<file path="config.mk">
export PLATFORM = sky130hd
export DESIGN_NAME = pwm_deadtime
export DESIGN_NICKNAME = d
export VERILOG_FILES = /design/src/rtl/pwm_deadtime.sv
export SDC_FILE = /design/constraint.sdc
export NUM_CORES = 1
export LEC_CHECK = 0
export BUFFER_PORTS_ARGS = -buffer_cell sky130_fd_sc_hd__buf_2
export CAP_MARGIN = 0
export CORE_MARGIN = 3
export CORE_UTILIZATION = 35
export DETAILED_ROUTE_END_ITERATION = 6
export GPL_ROUTABILITY_DRIVEN = 1
export PLACE_DENSITY_LB_ADDON = 0.3
export SYNTH_ARGS = -nofsm -noshare
export SYNTH_HDL_FRONTEND = slang
export SYNTH_SLANG_ARGS = --single-unit
</file>
<file path="constraint.sdc">
create_clock -name clk -period 2.45 [get_ports clk]
set_input_delay 0.3675 -clock clk [delete_from_list [all_inputs] [get_ports clk]]
set_output_delay 0.3675 -clock clk [all_outputs]
set_load 0.005 [all_outputs]
</file>
<file path="src/rtl/pwm_deadtime.sv">
// Complementary gate-drive generator with independent rise/fall dead bands and latched fault shutdown.
// Optional minimum on-time enforcement is enabled by defining PWM_DEADTIME_MINPULSE_EN.
module pwm_deadtime #(
    parameter int DT_W      = 8,
    parameter int MIN_PULSE = 16
) (
    input  logic            clk,
    input  logic            rst,
    input  logic            en,
    input  logic            pwm_in,
    input  logic [DT_W-1:0] dt_rise,
    input  logic [DT_W-1:0] dt_fall,
    input  logic            fault_in,
    input  logic            fault_clr,
    output logic            pwm_h,
    output logic            pwm_l,
    output logic            dead_active,
    output logic            fault_latched
);

    typedef enum logic [2:0] {
        OFF    = 3'd0,
        DEAD_H = 3'd1,
        H_ON   = 3'd2,
        DEAD_L = 3'd3,
        L_ON   = 3'd4
    } state_t;

    if (DT_W < 1) begin : g_bad_dt_w
        $error("DT_W must be at least 1");
    end
    if (MIN_PULSE < 1) begin : g_bad_min_pulse
        $error("MIN_PULSE must be at least 1");
    end

    state_t          state;
    state_t          state_next;
    logic            s1;
    logic            s2;
    logic [DT_W-1:0] cnt;
    logic [DT_W-1:0] cnt_next;
    logic            fault_next;
    logic            h_next;
    logic            l_next;
    logic            dead_next;
    logic            on_hold;

    // pwm_in arrives from the divided PWM clock domain; only s2 is safe to use.
    always_ff @(posedge clk) begin
        if (rst) begin
            s1 <= 1'b0;
            s2 <= 1'b0;
        end else begin
            s1 <= pwm_in;
            s2 <= s1;
        end
    end

`ifdef PWM_DEADTIME_MINPULSE_EN
    localparam int ON_W = (MIN_PULSE > 1) ? $clog2(MIN_PULSE) : 1;
    localparam logic [ON_W-1:0] ON_LOAD = ON_W'(MIN_PULSE - 1);

    logic [ON_W-1:0] on_tmr;
    logic [ON_W-1:0] on_tmr_next;
    logic            entering_on;

    assign on_hold     = (on_tmr != '0);
    assign entering_on = ((state_next == H_ON) || (state_next == L_ON)) && (state_next != state);

    always_comb begin
        on_tmr_next = on_tmr;
        if (entering_on) begin
            on_tmr_next = ON_LOAD;
        end else if (on_hold) begin
            on_tmr_next = on_tmr - ON_W'(1);
        end
    end

    always_ff @(posedge clk) begin
        if (rst) begin
            on_tmr <= '0;
        end else begin
            on_tmr <= on_tmr_next;
        end
    end
`else
    assign on_hold = 1'b0;
`endif

    // Fault sampling wins over a simultaneous clear.
    always_comb begin
        fault_next = fault_latched;
        if (fault_in) begin
            fault_next = 1'b1;
        end else if (fault_clr) begin
            fault_next = 1'b0;
        end
    end

    always_comb begin
        state_next = state;
        cnt_next   = cnt;
        if (fault_in || fault_latched || !en) begin
            state_next = OFF;
        end else begin
            case (state)
                OFF: begin
                    if (s2) begin
                        state_next = DEAD_H;
                        cnt_next   = dt_rise;
                    end else begin
                        state_next = DEAD_L;
                        cnt_next   = dt_fall;
                    end
                end
                H_ON: begin
                    if (!s2 && !on_hold) begin
                        state_next = DEAD_L;
                        cnt_next   = dt_fall;
                    end
                end
                L_ON: begin
                    if (s2 && !on_hold) begin
                        state_next = DEAD_H;
                        cnt_next   = dt_rise;
                    end
                end
                // Aborting a dead band is safe: the side being approached never turned on.
                DEAD_H: begin
                    if (!s2) begin
                        state_next = L_ON;
                    end else if (cnt == '0) begin
                        state_next = H_ON;
                    end else begin
                        cnt_next = cnt - DT_W'(1);
                    end
                end
                DEAD_L: begin
                    if (s2) begin
                        state_next = H_ON;
                    end else if (cnt == '0) begin
                        state_next = L_ON;
                    end else begin
                        cnt_next = cnt - DT_W'(1);
                    end
                end
                default: state_next = OFF;
            endcase
        end
    end

    // Outputs are decoded from the next state so they register on the same edge as the state.
    always_comb begin
        h_next    = 1'b0;
        l_next    = 1'b0;
        dead_next = 1'b0;
        case (state_next)
            H_ON:           h_next    = 1'b1;
            L_ON:           l_next    = 1'b1;
            DEAD_H, DEAD_L: dead_next = 1'b1;
            default:        ;
        endcase
    end

    always_ff @(posedge clk) begin
        if (rst) begin
            state         <= OFF;
            cnt           <= '0;
            fault_latched <= 1'b0;
            pwm_h         <= 1'b0;
            pwm_l         <= 1'b0;
            dead_active   <= 1'b0;
        end else begin
            state         <= state_next;
            cnt           <= cnt_next;
            fault_latched <= fault_next;
            pwm_h         <= h_next;
            pwm_l         <= l_next;
            dead_active   <= dead_next;
        end
    end

endmodule

</file>
==> results of run 1 <==
-- how the worst max path moves through the flow --
stage               depth (start not counted)  slack, ns                   to                start
floorplan                                   6       0.59  cnt[3]$_SDFFE_PP0P_             fault_in
global placement                            6       0.41  cnt[3]$_SDFFE_PP0P_             fault_in
detailed placement                          6       0.36  cnt[3]$_SDFFE_PP0P_             fault_in
CTS                                         5       0.40  cnt[3]$_SDFFE_PP0P_  cnt[2]$_SDFFE_PP0P_
global route                                5       0.26  cnt[3]$_SDFFE_PP0P_  cnt[2]$_SDFFE_PP0P_
finish                                      5       0.41  cnt[3]$_SDFFE_PP0P_  cnt[2]$_SDFFE_PP0P_
-- routing by layer --
layer / track usage (%) / wire length (um) / part of all wire, % / up-vias
met4: 7.27 / 62 / 2.2 / 0
met5: 0 / 0 / 0 / -
li1: - / - / - / 538
met3: 2.48 / 143 / 5.1 / 6
met2: 25.3 / 1280 / 46 / 36
met1: 20.9 / 1300 / 47 / 513
-- registers in the layout, summed over array words and instances (netlist names) --
register,cells
s1,1
s2,1
pwm_h,1
pwm_l,1
state,3
cnt,8
fault_latched,1
dead_active,1
-- kinds of logic (layout without fill, tap and decap cells) --
group                      after synthesis  count (layout)  synth area share, %
DFF                                     17              17                 31.1
xor gates and xnor gates                 7               7                 5.60
buffers and inverters                   13              37                 5.14
adders and majority gates                3               3                 3.20
AOI/OAI and AO/OA                       42              42                 26.2
and+or+nand+nor                         47              47                 22.4
muxes                                    7               7                 6.40
-- Yosys cell counts (all sizes together), types with 2 or more instances --
master	n
o22ai	3
inv	7
a211oi	2
nor2	6
or2	2
dfxtp	17
nand2b	5
nand3	5
o21a	2
or3	2
xor2	3
clkbuf	5
a2bb2oi	3
nor3	2
mux2i	7
a21oi	13
ha	2
o21ai	8
nor2b	2
nand2	17
xnor2	4
-- power by group --
group          internal (mW)  total, mW  switching [mW]  leakage (nW)
clock                 0.0606      0.150          0.0897        0.0177
sequential             0.291      0.309          0.0179         0.139
combinational         0.0804      0.166          0.0855         0.346
-- cell type report --
cell class	instances	area, um^2	share of cell area, %
Multi-Input combinational cell	106	698	54.7
Timing Repair Buffer	26	133	10.4
Tap cell	42	52.6	4.11
Inverter	7	26.3	2.06
Clock buffer	3	22.5	1.76
Sequential cell	17	340	26.6
Clock inverter	1	5.00	0.392
-- cells in the final DEF, fill, tap and decap left out, types with 3 or more instances in the layout --
| master | n |
|---|---|
| sky130_fd_sc_hd__o22ai_1 | 3 |
| sky130_fd_sc_hd__mux2i_1 | 7 |
| sky130_fd_sc_hd__nor2_1 | 6 |
| sky130_fd_sc_hd__xnor2_1 | 4 |
| sky130_fd_sc_hd__nand2b_1 | 5 |
| sky130_fd_sc_hd__buf_2 | 25 |
| sky130_fd_sc_hd__clkbuf_4 | 3 |
| sky130_fd_sc_hd__a21oi_1 | 13 |
| sky130_fd_sc_hd__xor2_1 | 3 |
| sky130_fd_sc_hd__inv_1 | 7 |
| sky130_fd_sc_hd__nand2_1 | 17 |
| sky130_fd_sc_hd__o21ai_1 | 3 |
| sky130_fd_sc_hd__a2bb2oi_1 | 3 |
| sky130_fd_sc_hd__o21ai_0 | 5 |
| sky130_fd_sc_hd__dfxtp_1 | 17 |
| sky130_fd_sc_hd__nand3_1 | 5 |
-- stage by stage --
step | std cells | worst slack [ns]
global route | 202 | 0.257
CTS | 202 | 0.405
floorplan | 136 | 0.588
finish | 202 | 0.406
detailed placement | 198 | 0.362
global placement | 198 | 0.415
-- worst max-delay path, delay by kind of cell (launching register included) --
kind | cells | cell delay [ns]
DFF | 1 | 0.38
AOI/OAI and AO/OA | 2 | 0.59
and+or+nand+nor | 3 | 0.97
==> impl.org, run 1 <==
** Yosys
- Counting distinct cell types in the post-synthesis netlist gives 42.
- The Yosys step of the flow raised 0 warnings.
- Synthesis inferred 17 register bits.
- Dominant cells by area after synthesis :: sky130_fd_sc_hd__dfxtp_1 31%, sky130_fd_sc_hd__mux2i_1 6.4%, sky130_fd_sc_hd__a21oi_1 5.9%
- For this run, asynchronously set or reset flops after synthesis account for 0%.
- The share of synthesized area in the top cell type comes to 31.1%.
- Summed over all instances, the cell type with the most area after synthesis is sky130_fd_sc_hd__dfxtp_1.
- Net count after synthesis :: 160
- Predominant post-synthesis flop cell :: sky130_fd_sc_hd__dfxtp_1
- After synthesis the cells add up to 1090 um^2.
- EDFF count, synth :: 0
- Synthesized instance count :: 136
- Synthesized area per cell :: 8.05 um^2
- The share of the Yosys chip area taken by registers is 31.1%.

** Critical path
- Type of the worst setup path :: reg -> reg
- Arrival time of the worst setup path :: 2.23 ns
- R2r setup slk :: 0.41 ns
- Worst R2R Start :: cnt[2]$_SDFFE_PP0P_
- STA classifies the critical path startpoint as a flop.
- Largest fanout on the critical path :: 10
- On the critical path, the stage with the largest delay is an instance of sky130_fd_sc_hd__nor4_1.
- Crit path cell chain :: nor4_1 > and4bb_2 > o32a_1 > nor2_1 > a31o_1
- STA puts the critical path data required time at 2.64 ns.
- Worst reg2reg path endpoint :: cnt[3]$_SDFFE_PP0P_
- For the worst flop-to-flop path, the logic depth is 5.
- STA classifies the critical path endpoint as a flop.
- Largest stage delay on the critical path :: 0.48 ns

** Timing
- Final critical-path share of the clock period :: 83.4%
- Transition at the pin with the smallest max-transition slack :: ~0.7 ns
- Setup violations remaining at the end of the flow were counted as 0.
- Number of endpoints with negative hold slack in the final report :: 0
- Clock Skew :: 0.00161 ns
- Counting I/O delays and the setup requirement, the final critical path takes between 2 and 2.5 ns.
- RSZ-0062 raised after global routing :: no
- Adding up every negative setup slack in the final design gives 0 ns.
- Worst rel slew slack :: a little over half
- Final hold analysis gives a worst-case slack of 0.279 ns.
- Timing would allow up to 0.489 GHz.
- The number of max-slew violations in the final report is 0.

** Routing
- Post-DR vias/cell :: 5.41
- Vias after detailed routing :: 1093
- Dividing the detail-routed wire length by the instance count gives 13.8 um.
- The detailed router finished its first iteration with 44 violations.
- In this run the remaining antenna-violating nets after routing total 0.
- DRC violation count after routing :: 0
- WL final :: approximately 2800 um
- The first detailed-routing pass took 4 iterations.

** CTS
- TritonCTS built the clock tree.
- Clock-pin slew on the worst setup and hold paths :: 0.10 ns
- CTS Root Cell :: sky130_fd_sc_hd__clkbuf_4
- CTS buffer count :: 3
- CTS Sinks :: 17
- Clock latency on the worst-skew pair, taken at its later pin, is roughly 0.29 ns.
- Number of buffers inserted for hold repair after clock tree synthesis :: 0
- Number of cells upsized or downsized after cts :: 0
- Once the clock tree was built, the setup fixing pass inserted 0 buffers.
- In this run the number of H-tree levels came out at 1.
- Number of buffers on the longest clock path :: 2

** Power and ir drop
- In this run the power density over the cells is 489 nW/um^2.
- VDD sags by at most 0.000153 V.
- Leakage dissipation :: 0.502 nW
- Power comes to 0.625 mW.

** Cells and area
- End-of-flow core utilization :: 44.4%
- After the last flow step, the layout net total stands at 185.
- The repair_antennas step left the layout with diodes totalling 0.
- In the final layout, the share of cells above drive strength 1 is between 20% and 30%.
- Layout area overhead :: 16.7%
- After routing the design area is between 1000 and 1500 um^2.
- Counting the fill cells in the layout gives 298.

** Placement
- The congestion estimate from routability-driven global placement came to 0.887.
- Buffers placed on the I/O ports in this run total 25.
- Once placement finished, the instance area stood at approximately 1200 um^2.
- Final HPWL from detailed placement :: 2100 um

** Global routing
- The number of antenna violations at the first check in global routing was 0.
- The first global-routing pass estimated 4530 um of wire.
- After global routing the overflow that remains totals 0.
- The via count of the first global-routing pass is 1045.
- Total Routing Usage GR :: 15.8%
- Pin count of the biggest net entering global routing :: 14

** Floorplan
- In this run the vertical extent of the chip is 61.9 um.
- The floorplan has 19 rows.
- Core box area :: 2880 um^2
- Die extent in x :: 61.9 um
- Effective utilization at floorplan :: between 30% and 40%
- For this design the top-level I/O count stands at 26.
- Die outline area :: 3840 um^2

** Worst hold path
- Worst hold path cell count :: 2
- The worst hold path belongs to the class in -> reg.
- Hold Path Sink :: s1$_SDFF_PP0_
- Hold Crit Start :: pwm_in

** Run status
- Run status :: complete, no violations

** Job
- The tool flagged a number of max-cap violations equal to 0.
No activity file was read; power rests on OpenSTA's default activity.
==> run 2: changes to the inputs <==
ABC_AREA = 1   (was not set)
clock period = 1.8 ns   (was 2.45 ns; I/O delays follow)
==> run 2 against run 1 <==
First-iteration DRC count grew 120%. Total power grew 37%. Clock power grew 45%. Die area grew 10%. Non-clock buffer count grew 1. Wire length grew 11%. Sequential power grew 33%. Highest routed layer unchanged.
==> impl.org, run 2 <==
** Cells and area
- The multi-input combinational cell area came to 773 um^2 (+11%).
- Most frequent standard cell in the layout excluding fill and tap cells :: sky130_fd_sc_hd__nand2_1
- The sequential standard cell area is 340 um^2 (unchanged).
- The antenna diode count is 0 (unchanged).
- Share of cells above drive strength 1 :: 19.4% (-3.1 points)
- The number of flip-flops in the largest register was 8 (unchanged).
- From synthesis to final layout, the design area changed by 16.4%.
- Layout filler cell count :: 365 (+22%)
- Largest registers ranked by flip-flop count :: cnt: 8 flops, state: 3 flops
- Register ranked first by flip-flop count :: cnt
- Final net count :: 262 (+42%)
- In the layout the commonest cells are 71 x sky130_fd_sc_hd__nand2_1, 31 x sky130_fd_sc_hd__nor2_1, 25 x sky130_fd_sc_hd__buf_2.

** Power and ir drop
- The net switching power came to 0.291 mW (+51%).
- The maximum VDD drop is 0.000397 V (+160%).
- The cell-internal power is 0.567 mW (+31%).
- The sequential power share came to 47.8% (-1.6 points).
- Leakage dissipation :: 0.672 nW (+34%)
- Switch share :: 33.9% (+3.0 points)
- Total power divided by cell area :: 603 nW/um^2 (+23%)
- Part of the power in combinational logic :: 26.9% (+0.4 points)
- Relative contribution of the clock network to total power :: 25.3% (+1.2 points)

** Yosys
- The mean cell area of the mapped netlist is 5.82 um^2 (-28%).
- The register bit total from synthesis is 17 (unchanged).
- Commonest cells post-synth :: 71 x sky130_fd_sc_hd__nand2_1, 31 x sky130_fd_sc_hd__nor2_1, 22 x sky130_fd_sc_hd__nand3_1, 19 x sky130_fd_sc_hd__inv_1, 17 x sky130_fd_sc_hd__dfxtp_1
- sky130_fd_sc_hd__dfxtp_1 takes more of the synthesized area than any other cell.
- Among all cell types in the netlist, the one instantiated most often is sky130_fd_sc_hd__nand2_1.
- The number of warning messages in the yosys log came to 0 (unchanged).
- EDFF count, synth :: 0 (unchanged)
- Count of distinct cell types in the synthesized netlist :: 22 (-48%)
- The share of Yosys cell area claimed by the top area cell type came to 27.9% (-3.2 points).
- The synthesized netlist net count was 234 (+46%).
- The number of cells produced by synthesis is 210 (+54%).
- The area of the mapped netlist was 1220 um^2 (+12%).
- The async set-reset flop share out of synthesis came to 0% (unchanged).
- The portion of the post-synthesis area used by sequential elements came to 27.9% (-3.2 points).
- Predominant post-synthesis flop cell :: sky130_fd_sc_hd__dfxtp_1
- Yosys attributes the largest share of cell area to sky130_fd_sc_hd__dfxtp_1 28%, sky130_fd_sc_hd__nand2_1 22%, sky130_fd_sc_hd__nor2_1 9.5%.

** Timing
- The maximum frequency from static timing analysis was 0.652 GHz (+33%).
- Clock Skew :: 0.00821 ns (+0.00660 ns)
- The time the worst path needs with I/O delays and setup came to 1.53 ns (-0.510 ns).
- The count of final hold-check violations was 0 (unchanged).
- Setup repair after global routing left no endpoint under its margin.
- The portion of the clock cycle consumed by the worst path in the final layout was 85.3% (+1.8 points).
- The setup-violating endpoint count in the final report is 0 (unchanged).
- The transition time at the pin with the least slew margin was 0.421 ns (-0.292 ns).
- The total negative slack for setup checks is 0 ns (unchanged).
- The final-layout worst hold slack is 0.128 ns (-0.152 ns).
- The headroom to the max-slew limit came to 71.9% (+20 points).
- Final max-slew violation count :: 0 (unchanged)

** Routing
- Number of detailed-route iterations in the first pass :: 4 (unchanged)
- The detailed-route wire length is 3110 um (+11%).
- Vias after detailed routing :: 1369 (+25%)
- Routed wire per std cell :: 11.1 um (-20%)
- Number of DRC markers after the initial detailed-route iteration :: 98 (+120%)
- Post-DRT Antenna Nets :: 0 (unchanged)
- DRC violation count after routing :: 0 (unchanged)
- Post-DR vias/cell :: 4.87 (-10%)

** Global routing
- Pin count of the biggest net entering global routing :: 16 (+2)
- The total track usage came to 16.2% (+0.42 points).
- Global-route wire length before repair :: 5430 um (+20%)
- The total congestion overflow after global routing came to 0 (unchanged).
- The via count of the first global-routing pass is 1254 (+20%).
- Antenna violations before repair :: 0 (unchanged)

** CTS
- Clock-pin slew on the worst setup and hold paths :: 0.11 ns (about the same)
- Number of H-tree levels :: 1 (unchanged)
- Number of cells upsized or downsized after cts :: 0 (unchanged)
- Setup repair bufs after CTS :: 0 (unchanged)
- The TritonCTS sink count came to 17 (unchanged).
- CTS Root Cell :: sky130_fd_sc_hd__clkbuf_4
- Skew-Pair Late Insertion Delay :: 0.30 ns (about the same)
- Number of buffers on the longest clock path :: 2 (unchanged)
- The cts-stage hold buffer count is 0 (unchanged).
- CTS buffer count :: 3 (unchanged)
- TritonCTS built the clock tree.

** Run status
- Run status :: complete, no violations

** Critical path
- The worst setup path is launched from a flop.
- The setup path with the least slack is of type reg -> reg.
- Arrival time of the worst setup path :: 1.72 ns (-0.51 ns)
- STA classifies the critical path endpoint as a flop.
- Largest fanout on the critical path :: 8 (-2)
- Worst EP required :: 1.98 ns (-0.66 ns)

** Worst hold path
- The worst hold path belongs to the class in -> reg.

** Placement
- Final HPWL from detailed placement :: 2390 um (+14%)
- The number of buffers added on ports came to 25 (unchanged).
- The last weighted congestion value of the routability-driven placer was 0.936 (+5.5%).

** Floorplan
- Effective utilization at floorplan :: 38.4% (+0.37 points)
- The number of cell rows is 20 (+1).
- Core box area :: 3180 um^2 (+10%)
- Top-level port count :: 26 (unchanged)
- The horizontal extent of the die was 65.1 um (+5.1%).
- Die outline area :: 4230 um^2 (+10%)
- The floorplan die height is 65.1 um (+5.1%).

** Job
- Reported max-cap violation count :: 0 (unchanged)
## run 2: cell types whose count changed in the layout (fill, tap and decap cells not counted), sizes merged, moves of 3 or more
cell | previous run | this run
a2bb2oi | 3 | 0
nor2 | 6 | 34
nand3 | 5 | 25
xnor2 | 4 | 1
o22ai | 3 | 0
inv | 7 | 22
nand2b | 5 | 0
xor2 | 3 | 0
nand2 | 17 | 75
mux2i | 7 | 0
## run 2: worst max-delay path, cell delays in order (launching register included)
cell                      delay, ns
sky130_fd_sc_hd__dfxtp_1       0.34
sky130_fd_sc_hd__inv_1         0.15
sky130_fd_sc_hd__ha_1          0.19
sky130_fd_sc_hd__nand2_1       0.05
sky130_fd_sc_hd__nor2_1        0.09
sky130_fd_sc_hd__nand2_1       0.07
sky130_fd_sc_hd__nor2_1        0.21
sky130_fd_sc_hd__nor2_4        0.10
sky130_fd_sc_hd__o21ai_0       0.11
sky130_fd_sc_hd__a21oi_1       0.09
## run 2: kinds of logic (layout without fill, tap and decap cells)
| group | after synthesis | count (layout) | synth area share (%) |
|---|---|---|---|
| flops | 17 | 17 | 27.9 |
| fa+ha+maj | 2 | 2 | 2.05 |
| xor+xnor | 1 | 1 | 0.717 |
| compound gates | 25 | 25 | 10.5 |
| buf+inv | 26 | 53 | 8.81 |
| simple gates | 139 | 139 | 50.1 |
## run 2: per-stage QoR
| step | setup WS (ns) | instances | power, mW | util (%) | instance area (um^2) |
|---|---|---|---|---|---|
| final | 0.265 | 281 | 0.857 | 44.7 | 1420 |
| after global routing | 0.0500 | 281 | 0.927 | 44.7 | 1420 |
| after CTS | 0.246 | 281 | 0.870 | 44.7 | 1420 |
| after detailed placement | 0.287 | 277 | 0.649 | 43.8 | 1390 |
| after global placement | 0.306 | 277 | 0.648 | 43.8 | 1390 |
| after floorplan | 0.429 | 210 | 0.579 | - | 1220 |
## run 2: layout make-up
cell class	count	area share, %
Tap cell	44	3.87
Sequential cell	17	23.9
Multi-Input combinational cell	167	54.4
Clock inverter	1	0.528
Inverter	22	5.81
Clock buffer	3	1.58
Timing Repair Buffer	27	9.86
## run 2: power groups by stage
stage | sequential, mW | clock (mW) | combinational (mW)
finish | 0.410 | 0.217 | 0.230
global route | 0.413 | 0.246 | 0.268
CTS | 0.410 | 0.228 | 0.232
detailed placement | 0.418 | 0 | 0.230
global placement | 0.419 | 0 | 0.230
floorplan | 0.416 | 0 | 0.164
## run 2: layer usage
metal | share of wire [%] | global-route usage [%] | vias up
met5 | 0 | 0 | -
met4 | 1.6 | 6.48 | 0
met3 | 4.5 | 2.77 | 6
met2 | 48 | 26.8 | 34
met1 | 46 | 20.9 | 611
li1 | - | - | 718
## run 2: worst paths after layout
check                           start                         end  slack, ns  cells after the start
setup / recovery  cnt[0]$_SDFFE_PP0P_         cnt[4]$_SDFFE_PP0P_       0.27                      9
hold / removal              fault_clr  fault_latched$_SDFFE_PP0P_       0.13                      2
setup reg to reg  cnt[0]$_SDFFE_PP0P_         cnt[4]$_SDFFE_PP0P_       0.27                      9
hold reg to reg         s1$_SDFF_PP0_               s2$_SDFF_PP0_       0.41                      2
